[config.mk]
export PLATFORM = sky130hd
export DESIGN_NAME = serial_byte_deserializer
export DESIGN_NICKNAME = d
export VERILOG_FILES = /design/src/rtl/serial_byte_deserializer.sv
export SDC_FILE = /design/constraint.sdc
export NUM_CORES = 1
export LEC_CHECK = 0
export ABC_CLOCK_PERIOD_IN_PS = 1850
export BUFFER_PORTS_ARGS = -buffer_cell sky130_fd_sc_hd__buf_2
export CAP_MARGIN = 20
export CORE_MARGIN = 2
export CORE_UTILIZATION = 51
export CTS_CLUSTER_SIZE = 28
export DETAILED_ROUTE_END_ITERATION = 6
export PLACE_DENSITY_LB_ADDON = 0.3
export SLEW_MARGIN = 20
export SYNTH_ARGS = -nofsm -noshare
export SYNTH_HDL_FRONTEND = slang
export SYNTH_SLANG_ARGS = --single-unit
export TNS_END_PERCENT = 50
[constraint.sdc]
create_clock -name clk -period 1.85 [get_ports clk]
set_input_delay 0.185 -clock clk [delete_from_list [all_inputs] [get_ports clk]]
set_output_delay 0.185 -clock clk [all_outputs]
set_load 0.05 [all_outputs]
[src/rtl/serial_byte_deserializer.sv]
// serial_byte_deserializer: collects framed serial bits into a word on a valid/ready port, flagging overrun and resync
module serial_byte_deserializer #(
  parameter int WIDTH = 8,
  parameter bit MSB_FIRST = 1'b1
) (
  input  logic                     clk,
  input  logic                     rst,
  input  logic                     ser_in,
  input  logic                     ser_valid,
  input  logic                     frame_start,
  input  logic                     out_ready,
  input  logic                     clr_err,
  output logic [WIDTH-1:0]         data_out,
  output logic                     out_valid,
  output logic                     overrun,
  output logic                     frame_err,
  output logic [$clog2(WIDTH)-1:0] bit_cnt
);
  localparam int CW = $clog2(WIDTH);
  typedef enum logic {IDLE, SHIFT} state_t;
  state_t state, state_n;
  logic [WIDTH-1:0] sr, sr_n, seed, sh, data_n;
  logic [CW-1:0] cnt_n;
  logic done, load, ferr_ev, valid_n, ovr_n, ferr_n;
  always_comb begin
    seed = MSB_FIRST ? {{(WIDTH-1){1'b0}}, ser_in} : {ser_in, {(WIDTH-1){1'b0}}};
    sh = MSB_FIRST ? {sr[WIDTH-2:0], ser_in} : {ser_in, sr[WIDTH-1:1]};
    state_n = state;
    sr_n = sr;
    cnt_n = bit_cnt;
    done = 1'b0;
    ferr_ev = 1'b0;
    if (ser_valid) begin
      if (frame_start) begin
        ferr_ev = state == SHIFT;
        sr_n = seed;
        cnt_n = CW'(1);
        state_n = SHIFT;
      end else if (state == SHIFT) begin
        sr_n = sh;
        done = bit_cnt == CW'(WIDTH - 1);
        cnt_n = done ? '0 : bit_cnt + 1'b1;
        state_n = done ? IDLE : SHIFT;
      end
    end
    // serial side never stalls: a word completing into a held output is dropped
    load = done && (!out_valid || out_ready);
    valid_n = load || (out_valid && !out_ready);
    data_n = load ? sh : data_out;
    ovr_n = (done && !load) || (overrun && !clr_err);
    ferr_n = ferr_ev || (frame_err && !clr_err);
  end
  always_ff @(posedge clk or posedge rst) begin
    if (rst) begin
      state <= IDLE;
      sr <= '0;
      bit_cnt <= '0;
      data_out <= '0;
      out_valid <= 1'b0;
      overrun <= 1'b0;
      frame_err <= 1'b0;
    end else begin
      state <= state_n;
      sr <= sr_n;
      bit_cnt <= cnt_n;
      data_out <= data_n;
      out_valid <= valid_n;
      overrun <= ovr_n;
      frame_err <= ferr_n;
    end
  end
endmodule

**Word level (Yosys, flattened, before mapping)**

Cells that the tools add are included.

- Register bits: 22
- Bits of input ports: 7

- $add $sub $neg: 1
- Equal/unequal tests: 1
- Multiplexer cells: 13
- Reductions and logical operators: 15

Operators by type and width:

| operator | number |
|---|---|
| 7-bit 2-to-1 mux | 2 |
| 3-bit 2-to-1 mux | 3 |
| 1-bit 2-to-1 mux | 8 |
| 1-bit logical AND | 5 |
| 1-bit zero test | 4 |
| 1-bit logical OR | 4 |
| 3-bit by 1-bit adder with 3-bit output (second input constant) | 1 |
| 3-bit == test (second input constant) | 1 |
| 2-bit AND reduction | 1 |
| 2-bit nonzero test | 1 |

**Logic depth before layout (Yosys ltp)**

Gate-level depths: netlist (run 1).

- Depth in word-level cells: 8
- Gate-level depth with buffers: 6
- Depth with buffers taken out: 5

**Least setup slack after synthesis (run 1)**

Ideal clock, no wire load.

- Path kind: flip-flop to flip-flop
- Start: reg bit_cnt[0]
- End: reg data_out[0]
- Arrival: 1.666 ns
- Required time: 1.725 ns
- Path slack: 0.059 ns
- Stages on the path, launching flop included: 6
- Period minus slack after synthesis: 1.791 ns
- Path through: dfrtp_1 > ha_1 > ha_1 > and3_4 > buf_6 > mux2_4

- Word-level cells in the longest chain between the ends: 5

Ends and longest elaborated chain:

| element | line | RTL |
|---|---|---|
| from (decl) | 17 | `output logic [$clog2(WIDTH)-1:0] bit_cnt` |
| from (signal assigned) | 65 | `bit_cnt <= cnt_n;` |
| 3-bit == test | 41 | `done = bit_cnt == CW'(WIDTH - 1);` |
| 1-bit 2-to-1 mux | 39 | `end else if (state == SHIFT) begin` |
| 1-bit 2-to-1 mux | 34 | `if (frame_start) begin` |
| 1-bit 2-to-1 mux | 33 | `if (ser_valid) begin` |
| 1-bit logical AND | 47 | `load = done && (!out_valid \|\| out_ready);` |
| to (signal assigned) | 66 | `data_out <= data_n;` |
| to (decl) | 13 | `output logic [WIDTH-1:0] data_out,` |

No other way between the ends.
A chain may end at the register's enable or synchronous reset.

**Worst setup path in the final report (run 1)**

- Start: reg state
- End: reg data_out[2]

- Word-level cells in the longest chain between the ends: 4

Ends and longest elaborated chain:

| element | line | RTL |
|---|---|---|
| from (decl) | 21 | `state_t state, state_n;` |
| from (signal assigned) | 63 | `state <= state_n;` |
| 1-bit 2-to-1 mux | 39 |  |
| 1-bit 2-to-1 mux | 34 |  |
| 1-bit 2-to-1 mux | 33 |  |
| 1-bit logical AND | 47 |  |

No other way between the ends.

==> impl_results.md, run 1 <==
- GPL Wtd Cong: 0.7843
- Post-synth EDFFs: 0
- Cells after Synth: 74
- Hold slack: around 0.017 ns
- Setup TNS: 0 ns
- CP max-delay cell: dfrtp_1
- Mapped cell area: 968.4 um^2
- Most frequently used flop master after synthesis: dfrtp_1
- Worst-path cell chain: and3b_1, and3_4, mux2_4
- Clk_lat worst skew: 0.29 ns
- Post-synth top area share: 56.85%
- Die Y: 47.58 um
- VDD IR max: ~0.57 mV
- Hold buffers post-CTS: 0
- Slew HR: 48.00%
- Status: finished, final reports clean
- Yosys cell types: 19
- Critical path class: flop to flop
- Gate power share: 22.7%
- H-tree depth: 1
- Starting density of the core: 54.89%
- Synth Register Bits: 22
- Filler cells: 161
- Slew @ Worst Pin: 0.7791 ns
- Psw: 304.0 uW
- Initial antenna violation count: 0
- Setup Fix Bufs, Post-CTS: 0
- DR iter-0 viols: 2
- Clock skew: 0.003134 ns
- Number of global-route vias before repair: 588
- RSZ-0062 raised after global routing: false
- HPWL Detailed: approximately 1200 um
- Grt ovf: 0
- Final hold violation count: 0
- Clk slew on worst S/H paths: 0.11 ns
- Routed met1 length: 701 um
- Pwr/cell area: 895.1 nW/um^2
- CTS tree: built
- Net Sw Frac: 31.34%
- Syn Area/Cell: 13.09 um^2
- Final period util: 82.97%
- Final min period: 1.535 ns
- Syn_nets: 83
- Row count: 15
- Final antenna-violating net count: 0
- Critical path buffer and inverter count: 0
- # IOs: 21
- CP Max Fanout: 9
- Final wirelength: 1536 um
- Synth area leader: dfrtp_1
- Flop-to-flop setup slack: 0.32 ns
- Most common cell in the netlist: dfrtp_1
- IO buf count: 20
- First-pass GRT wire length: ~2500 um
- Setup crit end kind: flop
- Critical Path AT: 1.72 ns
- Final setup viols: 0
- CTS Sinks: 22
- Total track usage: roughly 16%
- Metal3 WL: 81 um
- Met2 routed wirelength: 734 um
- Post-synth top cells: dfrtp_1, inv_1, mux2_4, a22o_1, o22ai_1
- Critical path depth: 3
- Sequential share of the synthesized area: between 50% and 60%
- Clock Path Buffers: 2
- Worst EP required: 2.04 ns
- Final Max Slew Viols: 0
- Drt pass-1 iters: 2
- Die Span X: between 40 and 50 um
- DRC Markers: 0
- Layout cells sized above 1: 36.96%
- Vias per cell: around 5.2
- Clock network power share: 21.0%
- Worst Hold Class: input pin to asynchronous set/reset pin
- Internal: 665.9 uW
- Max incr delay on CP: 0.48 ns
- Fmax: 651.5 MHz
- R2r worst-path depth: 3
- Sequential power share: between 50% and 60%
- Post-cts resize count: 0
- Largest cells by area after synthesis: dfrtp_1, mux2_4, a22o_1
- Overall power: 969.9 uW
- Top delay family on crit path: simple AND/OR/NAND/NOR gates
- Largest net degree at the start of global routing: 23
- Layout Nets: 103
- Setup crit start kind: flop
- Wirelength per Cell: 13.13 um
- YS warnings: 0
- Area delta synth->final: 11.89%
- Max layer used: met4
- Leak Pwr: 0.5618 nW
- Total of max-cap violations: 0
- Core ar.: roughly 1800 um^2
- N_diodes: 0
- Cts bufs inserted: 3
- Root buf cell: clkbuf_4
- Die area: about 2300 um^2
- Via count: around 610
- Synth async-reset ratio: 100.0%
## per-layer routing
layer | up-vias | track usage (%)
li1 | 294 | -
met1 | 294 | 19.90
met2 | 15 | 25.41
met3 | 2 | 4.151
met4 | 0 | 11.35
met5 | - | 0
## final cells by class
| class | count | area, um^2 | area share, % |
|---|---|---|---|
| Sequential cell | 22 | 550.5 | 50.81 |
| Tap cell | 25 | 31.28 | 2.887 |
| Inverter | 8 | 30.03 | 2.771 |
| Timing Repair Buffer | 21 | 107.6 | 9.931 |
| Multi-Input combinational cell | 38 | 341.6 | 31.52 |
| Clock buffer | 3 | 22.52 | 2.079 |
## cell families (layout without fill, tap and decap cells)
logic type,after synthesis,in the layout,synth area share [%]
and+or+nand+nor,9,9,5.685
AOI/OAI and AO/OA,18,18,13.44
muxes,9,9,13.57
DFF,22,22,56.85
adders and majority gates,2,2,2.584
buffers and inverters,14,32,7.880
## stage by stage
stage	utilization [%]	area [um^2]	instances	setup WS (ns)
CTS	61.42	1084	117	0.3193
finish	61.42	1084	117	0.3150
global placement	60.14	1061	114	0.3728
floorplan	-	968.4	74	0.05913
global route	61.42	1084	117	0.2321
detailed placement	60.14	1061	114	0.3379
## cell usage in the layout, fill, tap and decap left out
master and n:
mux2_2 1, o22ai_1 5, and2_0 1, mux2_4 8
o21ai_0 4, and3_4 1, buf_4 1, nand2_1 4
and3b_1 1, inv_1 8, nor3b_1 1, buf_2 20
dfrtp_1 22, a22o_1 5, nand2b_1 1, ha_1 2
clkbuf_4 3, a2bb2oi_1 4
## final timing paths
kind                                          from                       to
min in group clk                           clr_err        overrun$_DFF_PP0_
hold reg to reg            data_out[7]$_DFFE_PP0P_  data_out[7]$_DFFE_PP0P_
max in group asynchronous                      rst        sr[1]$_DFFE_PP0P_
setup reg to reg                 state$_DFFE_PP0P_  data_out[2]$_DFFE_PP0P_
hold / removal                                 rst        sr[5]$_DFFE_PP0P_
setup / recovery                 state$_DFFE_PP0P_  data_out[2]$_DFFE_PP0P_
## worst register-to-register path: stages, from the launching register on
cell and delay (ns):
dfrtp_1 0.48, and3b_1 0.31, and3_4 0.32, mux2_4 0.31
## registers in the layout, summed over array words and instances, names as in the netlist
signal / flops
data_out: 8
out_valid: 1
state: 1
frame_err: 1
overrun: 1
bit_cnt: 3
sr: 7
## power by group through the flow
stage | Combinational (mW) | Sequential, mW | Clock [mW]
floorplan | 0.0877 | 0.642 | 0
global placement | 0.218 | 0.555 | 0
detailed placement | 0.222 | 0.557 | 0
CTS | 0.223 | 0.547 | 0.213
global route | 0.237 | 0.552 | 0.232
finish | 0.220 | 0.546 | 0.204
No activity file was read; power rests on OpenSTA's default activity.
==> run 2: changes to the inputs <==
Settings changed: ABC_CLOCK_PERIOD_IN_PS 1850 to 1400, CORE_UTILIZATION 51 to 46.
Clock period 1.85 ns to 1.4 ns, I/O delays scaled along.
==> run 2 against run 1 <==
Effect of this change:
- register-to-register slack got worse by 0.29 ns
- clock power increased by 140%
- global-route usage is 0.55 points lower
- utilization decreased by 0.50 points
- critical endpoint is now data_out[5]$_DFFE_PP0P_
- highest routed layer unchanged
==> impl_results.md, run 2 (same netlist as run 1, synthesis figures left out) <==
- First-pass GRT wire length: 2967 um (+20%)
- N_diodes: 0 (unchanged)
- Total track usage: 15.81% (-0.55 points)
- GPL Wtd Cong: 0.7389 (-5.8%)
- Multi-input gate area: 366.6 um^2 (+7.3%)
- Final cell count without fillers: 128 (+9.4%)
- Root buf cell: clkbuf_4
- DR iter-0 viols: 12 (+10)
- Drt pass-1 iters: 4 (+2)
- Reg-to-reg endpoint: data_out[5]$_DFFE_PP0P_
- Vias per cell: 5.211 (+0.77%)
- Fmax: 728.4 MHz (+12%)
- Most frequent cells in the layout: buf_2, dfrtp_1, inv_1, mux2_4, buf_4
- Clock Path Buffers: 2 (unchanged)
- Setup crit start kind: flop
- Final wirelength: 1690 um (+10%)
- IO buf count: 20 (unchanged)
- Die Span X: 49.89 um (+4.9%)
- Final antenna-violating net count: 0 (unchanged)
- Status: finished, final reports clean
- Final min period: 1.373 ns (-0.1622 ns)
- Number of global-route vias before repair: 690 (+17%)
- Pwr/cell area: 1284 nW/um^2 (+43%)
- Final Max Slew Viols: 0 (unchanged)
- Leak Pwr: 0.6072 nW (+8.1%)
- Crit. Startpoint: bit_cnt[0]$_DFFE_PP0P_
- HPWL Detailed: 1308 um (+13%)
- VDD IR max: 0.8301 mV (+46%)
- # IOs: 21 (unchanged)
- Die area: 2489 um^2 (+9.9%)
- Starting density of the core: 48.86% (-6.0 points)
- Cts bufs inserted: 3 (unchanged)
- Register area: 554.3 um^2 (+0.68%)
- DRC Markers: 0 (unchanged)
- Final instance area: 1207 um^2 (+11%)
- Flop-to-flop setup slack: 0.03 ns (-0.29 ns)
- Commonest non-fill, non-tap cell in the layout: buf_2
- CTS tree: built
- H-tree depth: 1 (unchanged)
- Clock skew: 0.005630 ns (+0.002495 ns)
- Total of max-cap violations: 0 (unchanged)
- Layout Nets: 111 (+7.8%)
- Initial antenna violation count: 0 (unchanged)
- Cell area after placement: 1137 um^2 (+7.2%)
- Grt ovf: 0 (unchanged)
- Post-cts resize count: 0 (unchanged)
- Setup TNS: 0 ns (unchanged)
- Largest net degree at the start of global routing: 14 (-39%)
- Top flop regs: data_out: 8 flops, sr: 7 flops, bit_cnt: 3 flops
- Wirelength per Cell: 13.20 um (+0.57%)
- Row count: 16 (+1)
- Critical Path AT: 1.58 ns (-0.14 ns)
- RSZ-0062 raised after global routing: true
- Final setup viols: 0 (unchanged)
- Slew @ Worst Pin: 0.4037 ns (-0.3755 ns)
- Area delta synth->final: 24.68%
- Core ar.: 1982 um^2 (+12%)
- R2r worst-path depth: 4 (+1)
- CTS Sinks: 22 (unchanged)
- Final period util: 98.06% (+15 points)
- Worst EP required: 1.60 ns (-0.44 ns)
- Slew HR: 73.06% (+25 points)
- Worst Hold Class: input pin to flop
- Critical path class: flop to flop
- Clk_lat worst skew: 0.31 ns (+0.02 ns)
- Final hold violation count: 0 (unchanged)
- Die Y: 49.89 um (+4.9%)
- Overall power: 1.550 mW (+60%)
- Largest register FFs: 8 (unchanged)
- Origin of the critical flop-to-flop path: bit_cnt[0]$_DFFE_PP0P_
- Hold slack: 0.01534 ns (-0.001413 ns)
- Clk slew on worst S/H paths: 0.12 ns (about the same)
- Layout cells sized above 1: 46.53% (+9.6 points)
- Largest reg by FF count: data_out
- CP Max Fanout: 8 (-1)
- Via count: 667 (+10%)
- Placed cells: 122 (+7.0%)
- Filler cells: 168 (+4.3%)
- Setup crit end kind: flop
- Critical Path Sink: data_out[5]$_DFFE_PP0P_
run 2: cell types whose count changed in the layout (fill, tap and decap cells not counted):
cell           delta
buf_4             +7
ha_1              -2
bufinv_16         +1
ha_4              +2
dfrtp_1           -3
dfrtp_2           +3
dlygate4sd3_1     +1
run 2: worst min path at each step:
stage / depth (start not counted) / startpoint / slack [ns] / to
2_1_floorplan: 1 / rst / 0.13 / data_out[0]$_DFFE_PP0P_
5_1_grt: 2 / clr_err / 0.02 / overrun$_DFF_PP0_
3_5_place_dp: 2 / rst / 0.15 / data_out[2]$_DFFE_PP0P_
3_3_place_gp: 2 / rst / 0.14 / data_out[2]$_DFFE_PP0P_
4_1_cts: 2 / clr_err / 0.008 / overrun$_DFF_PP0_
6_report: 2 / clr_err / 0.02 / overrun$_DFF_PP0_
run 2: area by class of cell:
class,instances,area share [%]
repair buffers,29,14.09
multi-input cells,38,30.36
well taps,27,2.798
flip-flops and latches,22,45.91
inverters,8,2.487
clock buffers,3,1.865
clock inverters,1,2.487
run 2: power breakdown:
part           internal (mW)  switching (mW)
clock network          0.289           0.193
registers              0.688          0.0419
logic                  0.128           0.211
total                   1.10           0.446
run 2: per-layer routing:
metal / vias up / part of all wire, % / global-route usage, %
li1: 311 / - / -
met1: 337 / 45 / 19.80
met2: 17 / 50 / 27.33
met3: 2 / 3.8 / 2.727
met4: 0 / 0.71 / 5.556
met5: - / 0 / 0
run 2: critical path, stage by stage (launching register included):
cell and delay, ns:
dfrtp_2 0.44, ha_4 0.16, ha_4 0.16, and3_4 0.20, mux2_4 0.30
run 2: through the flow:
step	util, %	setup slack [ns]
after floorplan	-	-0.1592
final	60.92	0.02721
after global placement	57.39	0.04967
after CTS	60.54	0.007553
after global routing	60.92	-0.006028
after detailed placement	57.39	0.01678
run 2: timing repair:
action                                  CTS  global route
endpoints found under the setup margin    0             8
endpoints found under the hold margin    10             0
hold buffers                              1             0
setup buffers                             0             1
